[config.mk]
export PLATFORM = sky130hd
export DESIGN_NAME = bcd_shift_converter
export DESIGN_NICKNAME = d
export VERILOG_FILES = /design/src/rtl/bcd_pkg.sv /design/src/rtl/bcd_digit_adj.sv /design/src/rtl/bcd_shift_converter.sv
export SDC_FILE = /design/constraint.sdc
export NUM_CORES = 1
export LEC_CHECK = 0
export CORE_AREA = 2 2 67 69
export DETAILED_ROUTE_END_ITERATION = 10
export DIE_AREA = 0 0 69 71
export PLACE_DENSITY = 0.82
export SYNTH_ARGS = -nofsm -noshare
export SYNTH_HDL_FRONTEND = slang
export SYNTH_SLANG_ARGS = --single-unit
[constraint.sdc]
create_clock -name clk -period 4.2 [get_ports clk]
set_input_delay 1.26 -clock clk [delete_from_list [all_inputs] [get_ports clk]]
set_output_delay 1.26 -clock clk [all_outputs]
set_load 0.02 [all_outputs]
[src/rtl/bcd_pkg.sv]
// Shared constants and state encoding for the binary-to-BCD converter and the
// display logic that consumes its packed digits.
package bcd_pkg;

    typedef enum logic {
        IDLE  = 1'b0,
        SHIFT = 1'b1
    } state_t;

    localparam int BCD_DIGIT_W = 4;
    localparam int ADD3_THRESH = 5;
    localparam int DEF_BIN_W   = 12;
    localparam int DEF_DIGITS  = 4;

    // Largest value representable in n decimal digits, plus one.
    function automatic longint unsigned pow10(input int n);
        longint unsigned p;
        p = 64'd1;
        for (int i = 0; i < n; i++) begin
            p = p * 64'd10;
        end
        return p;
    endfunction

endpackage

[src/rtl/bcd_digit_adj.sv]
// Double-dabble digit correction: a BCD digit of 5 or more gets +3 so that the
// following left shift carries correctly into the next decimal digit.
module bcd_digit_adj
    import bcd_pkg::*;
(
    input  logic [BCD_DIGIT_W-1:0] i_digit,
    output logic [BCD_DIGIT_W-1:0] o_digit
);

    // Inputs never exceed 9, so the sum stays within 4 bits (max 12).
    assign o_digit = (i_digit >= BCD_DIGIT_W'(ADD3_THRESH)) ?
                     i_digit + BCD_DIGIT_W'(3) : i_digit;

endmodule

[src/rtl/bcd_shift_converter.sv]
// Sequential double-dabble converter: one binary bit per clock, result and a
// one-cycle rdy strobe presented on the edge of the final shift.
module bcd_shift_converter
    import bcd_pkg::*;
#(
    parameter int BIN_W  = DEF_BIN_W,
    parameter int DIGITS = DEF_DIGITS
) (
    input  logic                          clk,
    input  logic                          rst_n,
    input  logic                          en,
    input  logic [BIN_W-1:0]              bin_d_in,
    output logic [BCD_DIGIT_W*DIGITS-1:0] bcd_d_out,
    output logic                          rdy,
    output logic                          busy
);

    localparam int BCD_W = BCD_DIGIT_W * DIGITS;
    localparam int CNT_W = $clog2(BIN_W + 1);

    if (((64'd1 << BIN_W) - 64'd1) > (pow10(DIGITS) - 64'd1)) begin : g_cfg_check
        $error("bcd_shift_converter: DIGITS too small to hold 2**BIN_W-1");
    end

    state_t             r_state;
    state_t             w_state_next;
    logic [BIN_W-1:0]   r_bin;
    logic [BCD_W-1:0]   r_bcd;
    logic [CNT_W-1:0]   r_cnt;
    logic [BCD_W-1:0]   r_bcd_out;
    logic               r_rdy;

    logic [BCD_W-1:0]   w_bcd_adj;
    logic [BCD_W-1:0]   w_bcd_shift;
    logic               w_accept;
    logic               w_last;
    logic               w_unused_msb;

    assign w_accept = (r_state == IDLE) && en;
    assign w_last   = (r_state == SHIFT) && (r_cnt == CNT_W'(1));

    for (genvar gi = 0; gi < DIGITS; gi++) begin : g_adj
        bcd_digit_adj u_adj (
            .i_digit (r_bcd[gi*BCD_DIGIT_W +: BCD_DIGIT_W]),
            .o_digit (w_bcd_adj[gi*BCD_DIGIT_W +: BCD_DIGIT_W])
        );
    end

    // The adjusted top bit is always zero for legal configurations and falls
    // off the end of the {bcd,bin} shift.
    assign w_bcd_shift  = {w_bcd_adj[BCD_W-2:0], r_bin[BIN_W-1]};
    assign w_unused_msb = w_bcd_adj[BCD_W-1];

    always_ff @(posedge clk or negedge rst_n) begin
        if (!rst_n) begin
            r_state <= IDLE;
        end else begin
            r_state <= w_state_next;
        end
    end

    always_comb begin
        w_state_next = r_state;
        case (r_state)
            IDLE:    if (en)     w_state_next = SHIFT;
            SHIFT:   if (w_last) w_state_next = IDLE;
            default:             w_state_next = IDLE;
        endcase
    end

    always_ff @(posedge clk or negedge rst_n) begin
        if (!rst_n) begin
            r_bin     <= '0;
            r_bcd     <= '0;
            r_cnt     <= '0;
            r_bcd_out <= '0;
            r_rdy     <= 1'b0;
        end else begin
            r_rdy <= 1'b0;
            if (w_accept) begin
                r_bin <= bin_d_in;
                r_bcd <= '0;
                r_cnt <= CNT_W'(BIN_W);
            end else if (r_state == SHIFT) begin
                r_bcd <= w_bcd_shift;
                r_bin <= {r_bin[BIN_W-2:0], 1'b0};
                r_cnt <= r_cnt - CNT_W'(1);
                if (w_last) begin
                    r_bcd_out <= w_bcd_shift;
                    r_rdy     <= 1'b1;
                end
            end
        end
    end

    assign bcd_d_out = r_bcd_out;
    assign rdy       = r_rdy;
    assign busy      = (r_state == SHIFT);

endmodule

==> flow_metrics.tcl, run 1 <==
set metrics [dict create \
    fp.dieW_um 69 \
    dp_hpwl_mm 2.99 \
    grt_max_degree 51 \
    max_freq_mhz 393 \
    syn-num-nets 257 \
    first_global_vias 1620 \
    irDropWorstVdd_mv 0.316 \
    drv_slew 0 \
    instances_no_fill 314 \
    drt_wl_total_mm 4.21 \
    required_ps 4420 \
    fillCellCount 356 \
    finalCritPeriodShare_pct 60.6 \
    io_buffers 32 \
    ctsHoldBuffers 0 \
    cts.clk_slew.worst_paths_ps 80 \
    drt-pass1-iter-count 4 \
    syn2layout_area_growth_pct 18.1 \
    nNetsFinal 287 \
    place_area_um2 2680 \
    clockRootBuffer "clkbuf_8" \
    wl_per_cell_um 13.4 \
    worstSetupStartpointType "input port" \
    r2r_slack_ps 1820 \
    numPlacedInstances 307 \
    ys_seq_area_share_pct 53.6 \
    die_h_um 71 \
    syn-mean-instance-area_um2 10.1 \
    syn_inst 232 \
    design_area_um2 2750 \
    antenna_found_initial 0 \
    startpoint "en" \
    holdCritPathClass "reg2reg" \
    grt_pass1_wl_mm 7.26 \
    final_cell_mix "dfrtp_1 (50), nand2_1 (36), o21ai_0 (34), clkdlybuf4s50_1 (31), mux2i_1 (13)" \
    core_area_um2 4200 \
    rsz0062_at_grt "false" \
    ys_types 26 \
    final_common_cell "dfrtp_1" \
    detail_route.vias_per_cell 5.37 \
    critPathMaxFanout 13 \
    hold_depth 2 \
    crit_path_end "r_bcd[7]$_DFFE_PN0P_" \
    ant_nets 0 \
    cp.arrival_ps 2760 \
    cts_max_path_buffers 2 \
    drc 0 \
    post_cts_buffers 0 \
    hold_viol_final 0 \
    cts_tree "built" \
    worst_slew_pin_slew_ps 1080 \
    n_antenna_cell 0 \
    rr_endpoint "bcd_d_out[14]$_DFFE_PN0P_" \
    ctsResizeCount 0 \
    status "finished, final reports clean" \
    clock-sinks 50 \
    grt_usage_pct 18.7 \
    io_pins 33 \
    via_count 1686 \
    rows 24 \
    fin_crit_ps 2540 \
    die-area_um2 4900 \
    r2r_cells 5 \
    yosys_warnings 0 \
    p_per_area_nw_per_um2 747 \
    path_class "in2reg" \
    grt_overflow 0 \
    gp_congestion 0.779 \
    numCtsBuffers 5 \
    start_util_pct 55.5 \
    max_slew_margin_pct 27.7 \
    cts_max_level 2 \
    finClkSkew_ps 5.66 \
    max-cap-violations 0 \
    synth-seq-cells 50 \
    first_iter_violations 69 \
    p_leak_uw 0.00124 \
    setup_viol 0 \
    fin_setup_tns_ps 0 \
    synth_area_um2 2330 \
    crit_path_end_kind "register" \
    clock_latency_ps 300 \
    r2r-start "busy$_DFF_PN0_" \
    drive_gt1_share_pct 6.11 \
]
-- flip-flops by register name (all words and copies together), names as in the netlist --
signal     count
bcd_d_out     16
r_bcd         16
r_bin         12
r_cnt          4
busy           1
rdy            1
-- cells by family (layout without fill, tap and decap cells) --
logic type / count (synthesis) / in the layout / synth area share (%)
AO/OA/AOI/OAI: 57 / 57 / 13.0
adder cells (fa/ha/maj): 10 / 10 / 5.36
XOR/XNOR: 6 / 6 / 2.25
multiplexers: 18 / 18 / 7.99
flip-flops: 50 / 50 / 53.6
buffers and inverters: 25 / 55 / 4.40
AND/OR/NAND/NOR: 66 / 66 / 13.3
-- critical path: stages --
cell and delay [ps]:
clkdlybuf4s50_1 670, nor2_1 590, a21oi_1 90, o22ai_1 150
-- stage by stage --
step                hold slack [ps]  power, uW  setup WS (ps)  utilization, %
finish                          479       2060           1660            65.5
global route                    516       2240           1530            65.5
CTS                             488       2070           1650            65.5
detailed placement              469       1810           1360            63.7
global placement                460       1770           1400            63.7
floorplan                       452       1480           2000               -
-- metal layers --
metal	global-route usage [%]	vias to the layer above	wire [um]
met5	0	-	0
met4	6.54	0	61
met3	4.99	7	131
met2	33.0	25	2020
met1	22.1	806	2000
li1	-	848	-
-- cell type report --
cell class | count | area (um2) | share of cell area [%]
multi-input cells | 157 | 978 | 35.5
flip-flops and latches | 50 | 1250 | 45.4
well taps | 52 | 65.1 | 2.36
clock buffers | 7 | 76.3 | 2.77
inverters | 14 | 52.6 | 1.91
repair buffers | 34 | 330 | 12.0
-- how the worst min path moves through the flow --
stage	start	to
floorplan	r_bin[9]$_DFFE_PN0P_	r_bin[10]$_DFFE_PN0P_
global placement	bcd_d_out[4]$_DFFE_PN0P_	bcd_d_out[4]$_DFFE_PN0P_
detailed placement	bcd_d_out[6]$_DFFE_PN0P_	bcd_d_out[6]$_DFFE_PN0P_
CTS	bcd_d_out[6]$_DFFE_PN0P_	bcd_d_out[6]$_DFFE_PN0P_
global route	bcd_d_out[8]$_DFFE_PN0P_	bcd_d_out[8]$_DFFE_PN0P_
finish	bcd_d_out[6]$_DFFE_PN0P_	bcd_d_out[6]$_DFFE_PN0P_
-- Yosys cell counts --
library cell,number,area [um2]
o31ai_1,1,7.51
nand3b_1,2,15.0
ha_1,10,125
o22ai_1,2,12.5
mux2i_1,13,130
nor3_1,4,20.0
a21o_1,1,7.51
or3_1,6,37.5
a21oi_1,12,60.1
buf_6,1,11.3
dfrtp_1,50,1250
o21ai_1,2,10.0
buf_2,1,5.00
nor2_1,9,33.8
inv_1,12,45.0
nor3b_1,4,30.0
a22o_1,2,17.5
xnor2_1,6,52.6
or4b_4,1,13.8
clkbuf_1,9,33.8
nand2b_1,4,25.0
o21ai_0,34,170
a31oi_1,3,18.8
mux2_2,5,56.3
nand2_1,36,135
inv_2,2,7.51
-- power by group --
part	switching, uW	total (uW)	internal [uW]
Sequential	146	838	693
Clock	146	261	115
Combinational	520	957	436
No activity file was read; power rests on OpenSTA's default activity.
==> run 2, diff against run 1 <==
--- a/config.mk
+++ b/config.mk
@@ -5,10 +5,10 @@
 export SDC_FILE = /design/constraint.sdc
 export NUM_CORES = 1
 export LEC_CHECK = 0
-export CORE_AREA = 2 2 67 69
+export CORE_AREA = 2 2 72 74
 export DETAILED_ROUTE_END_ITERATION = 10
-export DIE_AREA = 0 0 69 71
-export PLACE_DENSITY = 0.82
+export DIE_AREA = 0 0 74 76
+export PLACE_DENSITY = 0.75
 export SYNTH_ARGS = -nofsm -noshare
 export SYNTH_HDL_FRONTEND = slang
 export SYNTH_SLANG_ARGS = --single-unit
==> constraint.sdc (replaced) <==
create_clock -name clk -period 2.14 [get_ports clk]
set_input_delay 0.642 -clock clk [delete_from_list [all_inputs] [get_ports clk]]
set_output_delay 0.642 -clock clk [all_outputs]
set_load 0.02 [all_outputs]
==> run 2 against run 1 <==
Compared with the run above: register-to-register slack lost 1400 ps; combinational power is 97% higher; first-iteration DRC count increased by 86%; core utilization is 7.1 points lower; sequential share of layout area is 1.8 points lower; clock skew up 1.6 ps; count of clock-buffer cells in the layout fell by 1; clock power grew to 2.6 times the previous value; sequential cell count is the same; critical path depth is 3 lower; critical path type is now reg2out; critical endpoint is now busy.
==> flow_metrics.tcl, run 2 (synthesis gave the netlist of run 1 again) <==
set metrics [dict create \
    core_area_um2 4910 \
    numCtsBuffers 5 \
    grt_overflow 0 \
    ctsResizeCount 0 \
    syn2layout_area_growth_pct 23.0 \
    slowest_delay_ps 630 \
    setup_viol 0 \
    grt_max_degree 51 \
    max-cap-violations 0 \
    grt_usage_pct 17.3 \
    io_pins 33 \
    clock_latency_ps 310 \
    cp.depth 1 \
    crit_path_end_kind "output port" \
    fin_setup_tns_ps 0 \
    required_ps 1500 \
    via_count 1710 \
    cp_num_buf_inv 1 \
    worst_slew_pin_slew_ps 367 \
    ant_nets 0 \
    cp_top_family "buffers and inverters" \
    path_cells "clkdlybuf4s50_1" \
    hold_viol_final 0 \
    drt-pass1-iter-count 4 \
    dp_hpwl_mm 2.90 \
    critPathMaxFanout 3 \
    path_class "reg2out" \
    die-area_um2 5620 \
    crit_path_top_delay_cell "clkdlybuf4s50_1" \
    grt_pass1_wl_mm 7.55 \
    nNetsFinal 291 \
    first_global_vias 1654 \
    cts_tree "built" \
    cp.arrival_ps 1340 \
    post_cts_buffers 0 \
    drive_gt1_share_pct 8.27 \
    finClkSkew_ps 7.25 \
    rsz0062_at_grt "false" \
    n_antenna_cell 0 \
    first_iter_violations 128 \
    max_slew_margin_pct 75.5 \
    rows 26 \
    max_freq_mhz 504 \
    drt_wl_total_mm 4.27 \
    final_common_cell "dfrtp_1" \
    wl_per_cell_um 12.7 \
    power_uw 4210 \
    final_cell_mix "dfrtp_1 (50), nand2_1 (36), o21ai_0 (34), clkdlybuf4s50_1 (31), mux2i_1 (13)" \
    holdCritPathClass "in2async" \
    drv_slew 0 \
    start_util_pct 47.5 \
    r2r_cells 5 \
    cts_max_level 2 \
    detail_route.vias_per_cell 5.09 \
    fin_crit_ps 1980 \
    gp_congestion 0.745 \
    cts_max_path_buffers 2 \
    ctsHoldBuffers 0 \
    finalCritPeriodShare_pct 92.6 \
    worstSetupStartpointType "register" \
    cts.clk_slew.worst_paths_ps 90 \
    p_per_area_nw_per_um2 1470 \
    clock-sinks 50 \
    die_h_um 76 \
    irDropWorstVdd_mv 0.518 \
    p_leak_uw 0.00129 \
    antenna_found_initial 0 \
    clockRootBuffer "clkbuf_8" \
    status "finished, final reports clean" \
    drc 0 \
    io_buffers 32 \
    fp.dieW_um 74 \
]
[run 2: cell types whose count changed in the layout (fill, tap and decap cells not counted), sizes merged]
cell and delta:
buf +4, bufinv +1, clkbuf -1
[run 2: layout make-up]
type	count	area [um2]
clock buffers	6	82.6
fillers	421	2040
inverters	14	52.6
clock inverters	1	30.0
multi-input cells	157	978
well taps	70	87.6
flip-flops and latches	50	1250
repair buffers	38	385
[run 2: report_power, final]
group,switching [uW],internal (uW)
Clock,304,374
Combinational,1020,877
Sequential,274,1360
Total,1600,2610
[run 2: worst register-to-register path, cell delays in order, from the launching register on]
cell and delay, ps:
dfrtp_1 390, inv_1 80, ha_1 130, or4b_4 460, inv_2 200, mux2_2 370
[run 2: worst paths after layout]
kind	slack, ps	from	end
max	160	busy$_DFF_PN0_	busy
min	300	rst_n	bcd_d_out[9]$_DFFE_PN0P_
max reg2reg	410	r_cnt[1]$_DFFE_PN0P_	bcd_d_out[1]$_DFFE_PN0P_
min reg2reg	480	bcd_d_out[11]$_DFFE_PN0P_	bcd_d_out[11]$_DFFE_PN0P_
max in group asynchronous	1600	rst_n	bcd_d_out[5]$_DFFE_PN0P_
min in group clk	480	bcd_d_out[11]$_DFFE_PN0P_	bcd_d_out[11]$_DFFE_PN0P_
[run 2: per-layer routing]
metal	routed length, um	global-route usage, %
met1	1900	22.3
met2	2060	27.8
met3	218	3.97
met4	80	7.09
met5	0	0
[run 2: per-stage QoR]
step | util [%] | area (um2) | worst slack, ps | hold slack (ps) | instances
after floorplan | - | 2330 | 333 | 346 | 232
after global placement | 56.1 | 2760 | 345 | 461 | 329
after detailed placement | 56.1 | 2760 | 306 | 470 | 329
after CTS | 58.4 | 2870 | 147 | 320 | 336
after global routing | 58.4 | 2870 | 122 | 325 | 336
final | 58.4 | 2870 | 158 | 301 | 336
==> run 3, diff against run 2 <==
==> constraint.sdc (replaced) <==
create_clock -name clk -period 1.8 [get_ports clk]
set_input_delay 0.54 -clock clk [delete_from_list [all_inputs] [get_ports clk]]
set_output_delay 0.54 -clock clk [all_outputs]
set_load 0.02 [all_outputs]
==> run 3 against run 2 <==
Compared with the run above: first-iteration DRC count shrank 54%; register-to-register slack lost 280 ps; sequential cell count is the same; sequential power grew 20%; highest routed layer unchanged; largest cell class unchanged; combinational power grew 15%; worst hold slack lost 200 ps; wire length is essentially flat; die area is the same; cell count grew 0.89%; non-clock buffer count grew 3.
==> flow_metrics.tcl, run 3 (synthesis gave the netlist of run 1 again) <==
set metrics [dict create \
    n_antenna_cell 0 \
    worstSetupStartpointType "register" \
    grt_pass1_wl_mm 7.55 \
    core_area_um2 4910 \
    final_common_cell "dfrtp_1" \
    grt_max_degree 43 \
    drc 0 \
    design_area_um2 2860 \
    nNetsFinal 294 \
    final_cell_mix "dfrtp_1 (49), nand2_1 (36), o21ai_0 (34), clkdlybuf4s50_1 (14), mux2i_1 (13)" \
    crit_path_end_kind "output port" \
    io_buffers 32 \
    via_count 1671 \
    start_util_pct 47.5 \
    antenna_found_initial 0 \
    setup_viol 0 \
    gp_congestion 0.749 \
    slowest_delay_ps 590 \
    wl_per_cell_um 12.6 \
    drt-pass1-iter-count 4 \
    status "finished, final reports clean" \
    first_global_vias 1669 \
    syn2layout_area_growth_pct 22.7 \
    first_iter_violations 59 \
    die-area_um2 5620 \
    grt_overflow 0 \
    max_slew_margin_pct 76.2 \
    detail_route.vias_per_cell 4.93 \
    holdCritPathClass "in2async" \
    path_class "reg2out" \
    post-place-ws_ps 56.4 \
    max_freq_mhz 574 \
    cts.clk_slew.worst_paths_ps 90 \
    ant_nets 0 \
    cts_max_path_buffers 2 \
    cp_top_family "buffers and inverters" \
    cp_num_buf_inv 1 \
    fp.dieW_um 74 \
    cts_tree "built" \
    die_h_um 76 \
    r2r_slack_ps 130 \
    timing.final.ws_setup_ps 58.6 \
    numCtsBuffers 5 \
    worst_slew_pin_slew_ps 357 \
    drt_wl_total_mm 4.26 \
    grt_usage_pct 17.1 \
    io_pins 33 \
    cts_max_level 2 \
    crit_path_top_delay_cell "clkdlybuf4s50_1" \
    cp.depth 1 \
    clock_latency_ps 300 \
    p_per_area_nw_per_um2 1650 \
    finalCritPeriodShare_pct 96.7 \
    path_cells "clkdlybuf4s50_1" \
    clock-sinks 50 \
    place_area_um2 2780 \
    dp_hpwl_mm 2.96 \
    clockRootBuffer "clkbuf_8" \
    fin_crit_ps 1740 \
    irDropWorstVdd_mv 0.723 \
    hold_viol_final 0 \
    cp.arrival_ps 1200 \
    finClkSkew_ps 6.44 \
    critPathMaxFanout 1 \
    fillCellCount 448 \
    drv_slew 0 \
    p_leak_uw 0.00140 \
    ctsHoldBuffers 0 \
    required_ps 1260 \
    rows 26 \
    drive_gt1_share_pct 10.0 \
    max-cap-violations 0 \
    r2r_cells 6 \
    power_uw 4730 \
]
[run 3: cell types whose count changed in the layout (fill, tap and decap cells not counted)]
cell,before,now
clkdlybuf4s50_1,31,14
dlygate4sd2_1,0,11
dlymetal6s2s_1,0,6
buf_4,4,7
clkinv_2,0,2
a21oi_1,12,11
a21oi_2,0,1
bufinv_16,1,0
clkbuf_8,6,5
dfrtp_1,50,49
dfrtp_2,0,1
[run 3: path summary, 6_finish.rpt]
path / from / end
hold / removal: rst_n / bcd_d_out[9]$_DFFE_PN0P_
setup reg to reg: r_bcd[8]$_DFFE_PN0P_ / r_bcd[10]$_DFFE_PN0P_
hold reg to reg: bcd_d_out[8]$_DFFE_PN0P_ / bcd_d_out[8]$_DFFE_PN0P_
min in group clk: bcd_d_out[8]$_DFFE_PN0P_ / bcd_d_out[8]$_DFFE_PN0P_
setup / recovery: rdy$_DFF_PN0_ / rdy
max in group asynchronous: rst_n / busy$_DFF_PN0_
[run 3: per-stage QoR]
stage               util, %  hold slack, ps  instances  setup TNS, ps
CTS                    57.9            96.2        339              0
finish                 58.3            96.7        339              0
floorplan                 -             244        232              0
global placement       56.6             421        332              0
global route           58.3            94.2        339          -5.85
detailed placement     56.6             426        332              0
[run 3: area by class of cell]
type | count | area, um2 | share of cell area (%)
clock buffers | 5 | 68.8 | 2.40
flip-flops and latches | 50 | 1250 | 43.7
well taps | 70 | 87.6 | 3.06
multi-input cells | 157 | 982 | 34.3
repair buffers | 41 | 409 | 14.3
inverters | 14 | 52.6 | 1.84
clock inverters | 2 | 10.0 | 0.350
[run 3: metal layers]
metal  GRT usage (%)  wire length (um)  part of all wire (%)
met1            22.3              2020                    47
met2            28.3              2040                    48
met3            3.97               161                   3.8
met4            4.91                45                   1.1
met5               0                 0                     0
[run 3: where the power goes]
part / leakage (uW) / internal, uW / total (uW) / switching [uW]
Clock: 0.0000438 / 261 / 605 / 344
Combinational: 0.000720 / 970 / 2180 / 1210
Sequential: 0.000632 / 1620 / 1950 / 331
Total: 0.00140 / 2850 / 4730 / 1880
[run 3: repair_timing]
item | in CTS | in global routing
gates resized for setup | 11 | 7
pin swaps | 0 | 0
endpoints found under the setup margin | 11 | 7
buffers inserted | 0 | 0
